## src/rtl/conv_encoder_k3.sv

```systemverilog
// Purpose : rate-1/2, K=3 convolutional encoder (G0=111, G1=101); each frame of
//           FRAME_LEN information bits is followed by two zero tail bits so the
//           trellis always returns to state 0.
// Latency : one cycle; a bit accepted at edge k is presented on o_sym after edge k.
// Backpressure: single output register; while o_valid && !i_ready the symbol holds,
//           o_ready drops and no tail symbol is generated.
//
// Ports:
//   i_clk, i_rst_n      clock, asynchronous active-low reset
//   i_start             frame start request, honoured only when idle and not busy
//   i_valid, i_bit      information bit input, accepted when i_valid && o_ready
//   o_ready             encoder takes i_bit this cycle
//   o_sym[1:0]          code symbol {c0, c1}
//   o_valid, i_ready    output handshake
//   o_last              final tail symbol of the frame, qualified by o_valid
//   o_busy              frame in progress or symbol still pending
module conv_encoder_k3 #(
  parameter int unsigned FRAME_LEN = 16
) (
  input  logic       i_clk,
  input  logic       i_rst_n,
  input  logic       i_start,
  input  logic       i_valid,
  input  logic       i_bit,
  output logic       o_ready,
  output logic [1:0] o_sym,
  output logic       o_valid,
  input  logic       i_ready,
  output logic       o_last,
  output logic       o_busy
);

  localparam int unsigned CNT_W = $clog2(FRAME_LEN + 1);
  localparam logic [CNT_W-1:0] LAST_IDX = CNT_W'(FRAME_LEN - 1);

  typedef enum logic [1:0] {
    IDLE = 2'd0,
    DATA = 2'd1,
    TAIL = 2'd2
  } state_e;

  state_e           state_q, state_d;
  logic [CNT_W-1:0] cnt_q, cnt_d;
  logic             s1_q, s1_d;     // u[n-1]
  logic             s2_q, s2_d;     // u[n-2]
  logic             tail2_q, tail2_d; // next tail symbol is the second (final) one
  logic [1:0]       sym_q, sym_d;
  logic             vld_q, vld_d;
  logic             last_q, last_d;

  logic slot_free;
  logic accept;
  logic tail_load;
  logic load;
  logic u;

  // The output register can take a new symbol when empty or being drained.
  assign slot_free = !vld_q || i_ready;
  assign accept    = (state_q == DATA) && slot_free && i_valid;
  assign tail_load = (state_q == TAIL) && slot_free;
  assign load      = accept || tail_load;
  // Tail bits are zero; data bits come straight from the source.
  assign u         = accept & i_bit;

  assign o_ready = (state_q == DATA) && slot_free;
  assign o_busy  = (state_q != IDLE) || vld_q;
  assign o_sym   = sym_q;
  assign o_valid = vld_q;
  assign o_last  = last_q;

  always_comb begin
    state_d = state_q;
    cnt_d   = cnt_q;
    s1_d    = s1_q;
    s2_d    = s2_q;
    tail2_d = tail2_q;
    sym_d   = sym_q;
    vld_d   = vld_q;
    last_d  = last_q;

    // Drain first; a same-cycle load below overrides it.
    if (vld_q && i_ready) begin
      vld_d  = 1'b0;
      last_d = 1'b0;
    end

    if (load) begin
      sym_d  = {u ^ s1_q ^ s2_q, u ^ s2_q};
      s1_d   = u;
      s2_d   = s1_q;
      vld_d  = 1'b1;
      last_d = tail_load && tail2_q;
    end

    case (state_q)
      IDLE: begin
        if (i_start && !o_busy) begin
          state_d = DATA;
          cnt_d   = '0;
        end
      end
      DATA: begin
        if (accept) begin
          cnt_d = cnt_q + 1'b1;
          if (cnt_q == LAST_IDX) begin
            state_d = TAIL;
            tail2_d = 1'b0;
          end
        end
      end
      TAIL: begin
        if (tail_load) begin
          if (tail2_q) begin
            // Two zero tails flushed s1/s2 back to 00, so no clear is needed.
            state_d = IDLE;
            tail2_d = 1'b0;
          end else begin
            tail2_d = 1'b1;
          end
        end
      end
      default: begin
        state_d = IDLE;
      end
    endcase
  end

  always_ff @(posedge i_clk or negedge i_rst_n) begin
    if (!i_rst_n) begin
      state_q <= IDLE;
      cnt_q   <= '0;
      s1_q    <= 1'b0;
      s2_q    <= 1'b0;
      tail2_q <= 1'b0;
      sym_q   <= 2'b00;
      vld_q   <= 1'b0;
      last_q  <= 1'b0;
    end else begin
      state_q <= state_d;
      cnt_q   <= cnt_d;
      s1_q    <= s1_d;
      s2_q    <= s2_d;
      tail2_q <= tail2_d;
      sym_q   <= sym_d;
      vld_q   <= vld_d;
      last_q  <= last_d;
    end
  end

endmodule

```

## config.mk

```make
export PLATFORM = sky130hd
export DESIGN_NAME = conv_encoder_k3
export DESIGN_NICKNAME = d
export VERILOG_FILES = /design/src/rtl/conv_encoder_k3.sv
export SDC_FILE = /design/constraint.sdc
export NUM_CORES = 1
export LEC_CHECK = 0
export CORE_UTILIZATION = 45
export DETAILED_ROUTE_END_ITERATION = 16
export PLACE_DENSITY = 0.8
export REMOVE_ABC_BUFFERS = 1
export SYNTH_ARGS = -nofsm -noshare
export SYNTH_HDL_FRONTEND = slang
export SYNTH_SLANG_ARGS = --single-unit
```

## constraint.sdc

```tcl
create_clock -name i_clk -period 1.5 [get_ports i_clk]
set_input_delay 0.15 -clock i_clk [delete_from_list [all_inputs] [get_ports i_clk]]
set_output_delay 0.15 -clock i_clk [all_outputs]
set_load 0.01 [all_outputs]
```

==> results of run 1 <==
## worst register-to-register path, delay by kind of cell, from the launching register on
kind                   cells  cell delay, ns
flip-flops                 1            0.40
multiplexers               1            0.36
AO/OA/AOI/OAI              1            0.23
AND/OR/NAND/NOR            1            0.22
buffers and inverters      1            0.14
## through the flow
stage | power, mW | TNS (ns) | util | cells
floorplan | 0.9695 | 0 | - | 71
global placement | 1.245 | -0.1523 | 0.6202 | 109
detailed placement | 1.271 | -0.2301 | 0.6202 | 109
CTS | 1.532 | 0 | 0.6420 | 113
global route | 1.693 | -0.002215 | 0.6639 | 116
finish | 1.559 | 0 | 0.6639 | 116
## what timing repair did
item	4_1_cts	5_1_grt
hold endpoints to repair	0	0
setup endpoints to repair	2	8
setup buffers	0	3
hold buffers	0	0
gates resized for setup	7	6
pin swaps	0	3
## registers in the layout, summed over array words and instances (netlist names)
register	flops
cnt_q	5
o_last	1
o_sym	2
o_valid	1
s1_q	1
s2_q	1
state_q	2
tail2_q	1
## synthesized netlist by cell type
cell,n,area share
a21oi_1,4,0.028
mux2_2,1,0.016
inv_1,2,0.010
a31o_2,1,0.012
buf_2,1,0.0070
nand2b_1,1,0.0087
nand3_2,1,0.014
or3_2,1,0.010
o21ai_0,8,0.056
nand3_1,2,0.014
nor4b_1,1,0.012
and3b_2,1,0.014
nand4_1,3,0.026
a22oi_1,1,0.010
a31oi_1,1,0.0087
xor2_1,2,0.024
ha_1,2,0.035
or3_1,1,0.0087
o21ai_4,1,0.023
a22o_1,1,0.012
nor2b_4,1,0.019
and3_1,1,0.0087
and2b_2,1,0.012
nor2_1,4,0.021
xnor2_1,2,0.024
nand2_1,12,0.063
and2_2,1,0.010
dfrtp_1,14,0.49
## per-layer routing
metal,share of wire,track usage
met1,0.43,0.2380
met2,0.52,0.3063
met3,0.049,0.07826
met4,0,0
met5,0,0
## kinds of logic (layout without fill, tap and decap cells)
kind of cell | after synthesis | in the layout | share of synthesized area
AND/OR/NAND/NOR | 31 | 31 | 0.2430
buffers and inverters | 3 | 31 | 0.01748
adder cells (fa/ha/maj) | 2 | 2 | 0.03496
flip-flops | 14 | 14 | 0.4895
XOR/XNOR | 4 | 4 | 0.04896
multiplexers | 1 | 1 | 0.01573
AO/OA/AOI/OAI | 17 | 17 | 0.1504
## final timing paths
| check | from | end | slack (ns) | depth (start not counted) |
|---|---|---|---|---|
| worst max register to register | state_q[0]$_DFFE_PN0P_ | s2_q$_DFFE_PN0P_ | 0.05 | 4 |
| min in group i_clk | o_sym[0]$_DFFE_PN0P_ | o_sym[0]$_DFFE_PN0P_ | 0.49 | 2 |
| max in group asynchronous | i_rst_n | cnt_q[0]$_DFFE_PN0P_ | 1.15 | 2 |
| worst min-delay path | i_rst_n | o_last$_DFFE_PN0P_ | 0.17 | 2 |
| worst min register to register | o_sym[0]$_DFFE_PN0P_ | o_sym[0]$_DFFE_PN0P_ | 0.49 | 2 |
| worst max-delay path | state_q[0]$_DFFE_PN0P_ | o_busy | 0.04 | 2 |
## where the power goes
group / total, mW / leakage, nW / internal [mW] / switching (mW)
logic: 0.695 / 0.269 / 0.382 / 0.313
clock network: 0.269 / 0.0210 / 0.148 / 0.121
registers: 0.595 / 0.177 / 0.503 / 0.0918
total: 1.56 / 0.467 / 1.03 / 0.526
## layout make-up
| cell class | count | area (sq um) | area share |
|---|---|---|---|
| inverters | 2 | 7.507 | 0.007595 |
| flip-flops and latches | 14 | 350.3 | 0.3544 |
| multi-input cells | 55 | 362.8 | 0.3671 |
| well taps | 16 | 20.02 | 0.02025 |
| clock buffers | 4 | 36.28 | 0.03671 |
| repair buffers | 25 | 211.5 | 0.2139 |
==> summary.md, run 1 <==
| Metric | Value |
|---|---|
| CP peak stage delay | `0.48 ns` |
| Worst-margin pin slew | `0.2962 ns` |
| Via density per instance | `5.302` |
| CP Launch Type | `register` |
| # DRC | `0` |
| Pre-CTS setup slack | `-0.08692 ns` |
| First-pass GRT wire length | `2442 um` |
| YS warnings | `0` |
| Clk slew on worst S/H paths | `0.09 ns` |
| Pin count of the biggest net entering global routing | `15` |
| Skew final | `0.007193 ns` |
| Fin crit period | `1.461 ns` |
| CP Data Required Time | `1.35 ns` |
| Clk Latency, worst-skew pair | `0.28 ns` |
| CTS H-tree depth | `1` |
| Final worst slack | `0.03943 ns` |
| Fill cell count | `112` |
| Maximum vdd drop | `0.9483 mV` |
| Sequential fraction of the synthesis area | `0.4895` |
| CTS tree | `yes` |
| Initial antenna violation count | `0` |
| Vias in the first global route | `581` |
| Synthesized area | `715.7 sq um` |
| Overall Global Routing Usage | `0.1838` |
| Leak Pwr | `0.4670 nW` |
| DRT Wirelength | `1422 um` |
| Final slew viol count | `0` |
| Post-Syn Instances | `72` |
| Ant. Diodes | `0` |
| Fin Hold WS | `0.1707 ns` |
| Mean area per synthesized cell | `9.940 sq um` |
| Worst setup path class | `reg -> out` |
| Die Height | `41.88 um` |
| Nets | `109` |
| Max-Cap Viols | `0` |
| Area growth, synth to finish | `38.11%` |
| Cell variety after synth | `28` |
| Share of cells above drive strength 1 | `0.3100` |
| Core ar. | `1489 sq um` |
| Die area | `1754 sq um` |
| Critical path endpoint category | `output port` |
| Final HPWL DP | `1088 um` |
| Largest delay share family, worst path | `simple AND/OR/NAND/NOR gates` |
| Routed Antenna Nets | `0` |
| Register bit total from synthesis | `14` |
| Final setup fails | `0` |
| Fmax | `684.7 MHz` |
| Worst hold-check path type | `in -> async` |
| CP bufs+invs | `1` |
| Crit path max fanout | `2` |
| Relative slew margins | `0.8020` |
| Max Root-Sink Buffers | `2` |
| # IOs | `12` |
| IO Port Bufs | `11` |
| Final instance area | `988.4 sq um` |
| CP max-delay cell | `or3_2` |
| Chip Width | `41.88 um` |
| Pwr dens | `1577 nW/um^2` |
| Commonest cells after routing, fill and taps aside | `14 x dfrtp_1, 13 x buf_4, 12 x nand2_1, 8 x clkdlybuf4s50_1, 7 x o21ai_0` |
| Wire length per cell | `12.26 um` |
| Iter 0 DRT Violations | `12` |
| CTS Buf Count | `3` |
| Crit share post-route | `0.9737` |
| Row cnt | `14` |
| Commonest non-fill, non-tap cell in the layout | `dfrtp_1` |
| Critical path data arrival time | `1.31 ns` |
| Routability Congestion | `0.7933` |
| DR vias | `615` |
| Total grt overflow | `0` |
| DP Area | `923.4 sq um` |
| Crit-path cells | `or3_2, buf_2` |
| Final hold violations | `0` |
| # clock sinks | `14` |
| Status | `completed` |
| Clock Tree Root | `clkbuf_4` |
| TritonRoute pass-1 iters | `4` |
| Initial Utilization | `0.4807` |
(Power assumes the default switching activity.)
==> run 2, diff against run 1 <==
CORE_ASPECT_RATIO = 1.4   (was default)
CORE_UTILIZATION = 30   (was 45)
PLACE_DENSITY = 0.6   (was 0.8)
==> run 2 against run 1 <==
Largest cell class unchanged; clock power grew 3%; highest routed layer is now met4; critical path depth is the same; critical endpoint unchanged; global-route usage shrank 5.0 points; routed wire length grew 3.4%; largest power group unchanged; register-to-register slack gained 0.02 ns.
==> summary.md, run 2 (synthesized netlist as in run 1, its figures left out) <==
| Metric | Value |
|---|---|
| Routability Congestion | `0.7100` |
| Final setup fails | `0` |
| CTS tree | `yes` |
| Chip Width | `43.28 um` |
| Clock Tree Root | `clkbuf_4` |
| Multi-input gate area | `369.1 sq um` |
| Leak Pwr | `0.4642 nW` |
| Clk Latency, worst-skew pair | `0.29 ns` |
| Max-Cap Viols | `0` |
| Fin crit period | `1.439 ns` |
| Commonest non-fill, non-tap cell in the layout | `dfrtp_1` |
| First-pass GRT wire length | `2525 um` |
| CTS H-tree depth | `1` |
| Final HPWL DP | `1166 um` |
| Met3 WL post-DR | `54 um` |
| RSZ-0062 raised after global routing | `no` |
| Clk slew on worst S/H paths | `0.08 ns` |
| Routed Antenna Nets | `0` |
| Wire length per cell | `12.16 um` |
| CP bufs+invs | `1` |
| Total grt overflow | `0` |
| R2R Setup Slk | `0.07 ns` |
| Final slew viol count | `0` |
| Pwr dens | `1567 nW/um^2` |
| Wire length on met1 | `673 um` |
| CP max-delay cell | `dfrtp_2` |
| CP Data Required Time | `1.35 ns` |
| Number of flip-flops in the largest register | `5` |
| Skew final | `0.0007126 ns` |
| # IOs | `12` |
| # clock sinks | `14` |
| Ant. Diodes | `0` |
| Commonest cells after routing, fill and taps aside | `13 x dfrtp_1, 12 x nand2_1, 10 x buf_4, 9 x clkdlybuf4s50_1, 8 x o21ai_0` |
| Post-CTS Hold Fix Bufs | `0` |
| Fmax | `695.1 MHz` |
| Crit path max fanout | `6` |
| Row cnt | `20` |
| Worst hold-check path type | `in -> async` |
| Max Root-Sink Buffers | `2` |
| Max layer used | `met4` |
| Die Height | `59.79 um` |
| Overall Global Routing Usage | `0.1341` |
| CP peak stage delay | `0.45 ns` |
| Initial antenna violation count | `0` |
| Setup_tns | `0 ns` |
| DRT Wirelength | `1471 um` |
| Initial Utilization | `0.3250` |
| Sequential cell area | `351.6 sq um` |
| DR vias | `612` |
| Via density per instance | `5.058` |
| Area growth, synth to finish | `42.31%` |
| IO Port Bufs | `11` |
| Share of cells above drive strength 1 | `0.3232` |
| Worst setup path class | `reg -> out` |
| CTS Buf Count | `3` |
| Final instance area | `1018 sq um` |
| Crit share post-route | `0.9591` |
| Fin Hold WS | `0.1594 ns` |
| # DRC | `0` |
| Largest delay share family, worst path | `flip-flops` |
| CP Launch Type | `register` |
| Met2 WL | `701 um` |
| Critical path endpoint category | `output port` |
| Relative slew margins | `0.7552` |
| Iter 0 DRT Violations | `3` |
| Core ar. | `2202 sq um` |
| Nets | `108` |
| Vias in the first global route | `605` |
| Status | `completed` |
| DP Area | `970.9 sq um` |
| Worst-margin pin slew | `0.3663 ns` |
| TritonRoute pass-1 iters | `4` |
| Post-CTS setup buffers | `0` |
| Fill cell count | `205` |
| Die area | `2588 sq um` |
| Final hold violations | `0` |
| Pin count of the biggest net entering global routing | `15` |
| Largest reg by FF count | `cnt_q` |
| Maximum vdd drop | `0.9588 mV` |
| Crit-path cells | `or3_2, buf_2` |
| Critical path data arrival time | `1.29 ns` |
==> run 2: cell types whose count changed in the layout (fill, tap and decap cells not counted) <==
| cell | delta |
|---|---|
| a31oi_1 | -1 |
| a31oi_2 | +1 |
| buf_12 | +2 |
| buf_4 | -3 |
| clkdlybuf4s50_1 | +1 |
| dfrtp_1 | -1 |
| dfrtp_2 | +1 |
| dlymetal6s2s_1 | -1 |
| o21ai_0 | +1 |
| o21ai_1 | -1 |
==> run 2: worst paths after layout <==
| path | endpoint | depth (start not counted) | from |
|---|---|---|---|
| setup / recovery | o_busy | 2 | o_valid$_DFFE_PN0P_ |
| hold / removal | cnt_q[2]$_DFFE_PN0P_ | 2 | i_rst_n |
| setup reg to reg | cnt_q[3]$_DFFE_PN0P_ | 6 | state_q[1]$_DFFE_PN0P_ |
| hold reg to reg | state_q[0]$_DFFE_PN0P_ | 1 | state_q[1]$_DFFE_PN0P_ |
| max in group asynchronous | o_valid$_DFFE_PN0P_ | 2 | i_rst_n |
| min in group i_clk | state_q[0]$_DFFE_PN0P_ | 1 | state_q[1]$_DFFE_PN0P_ |
==> run 2: where the power goes <==
group	internal (mW)	leakage (nW)	switching (mW)	total, mW
clock network	0.148	0.0210	0.128	0.276
logic	0.399	0.267	0.318	0.717
registers	0.505	0.176	0.0983	0.603
total	1.05	0.464	0.544	1.60
==> run 2: repair_timing <==
action / in CTS / in global routing
gates resized for setup: 9 / 4
pin swaps: 0 / 1
setup endpoints to repair: 4 / 6
gates cloned: 0 / 0
==> run 2: cell type report <==
class	instances	area share
clock buffer	4	0.03563
inverter	2	0.007371
multi-input combinational	55	0.3624
sequential	14	0.3452
tap	22	0.02703
timing repair buffer	24	0.2224
==> run 2: layer usage <==
| metal | track usage | up-vias |
|---|---|---|
| met5 | 0 | - |
| met3 | 0.02719 | 5 |
| met2 | 0.2239 | 14 |
| li1 | - | 313 |
| met4 | 0.09091 | 0 |
| met1 | 0.1518 | 280 |
==> run 2: per-stage QoR <==
stage | setup WS, ns | instances | utilization | total power, mW
floorplan | 0.03732 | 71 | - | 0.9695
global placement | -0.08577 | 117 | 0.4409 | 1.295
detailed placement | -0.1130 | 117 | 0.4409 | 1.317
CTS | 0.04090 | 121 | 0.4557 | 1.579
global route | 0.0003870 | 121 | 0.4625 | 1.708
finish | 0.06141 | 121 | 0.4625 | 1.596
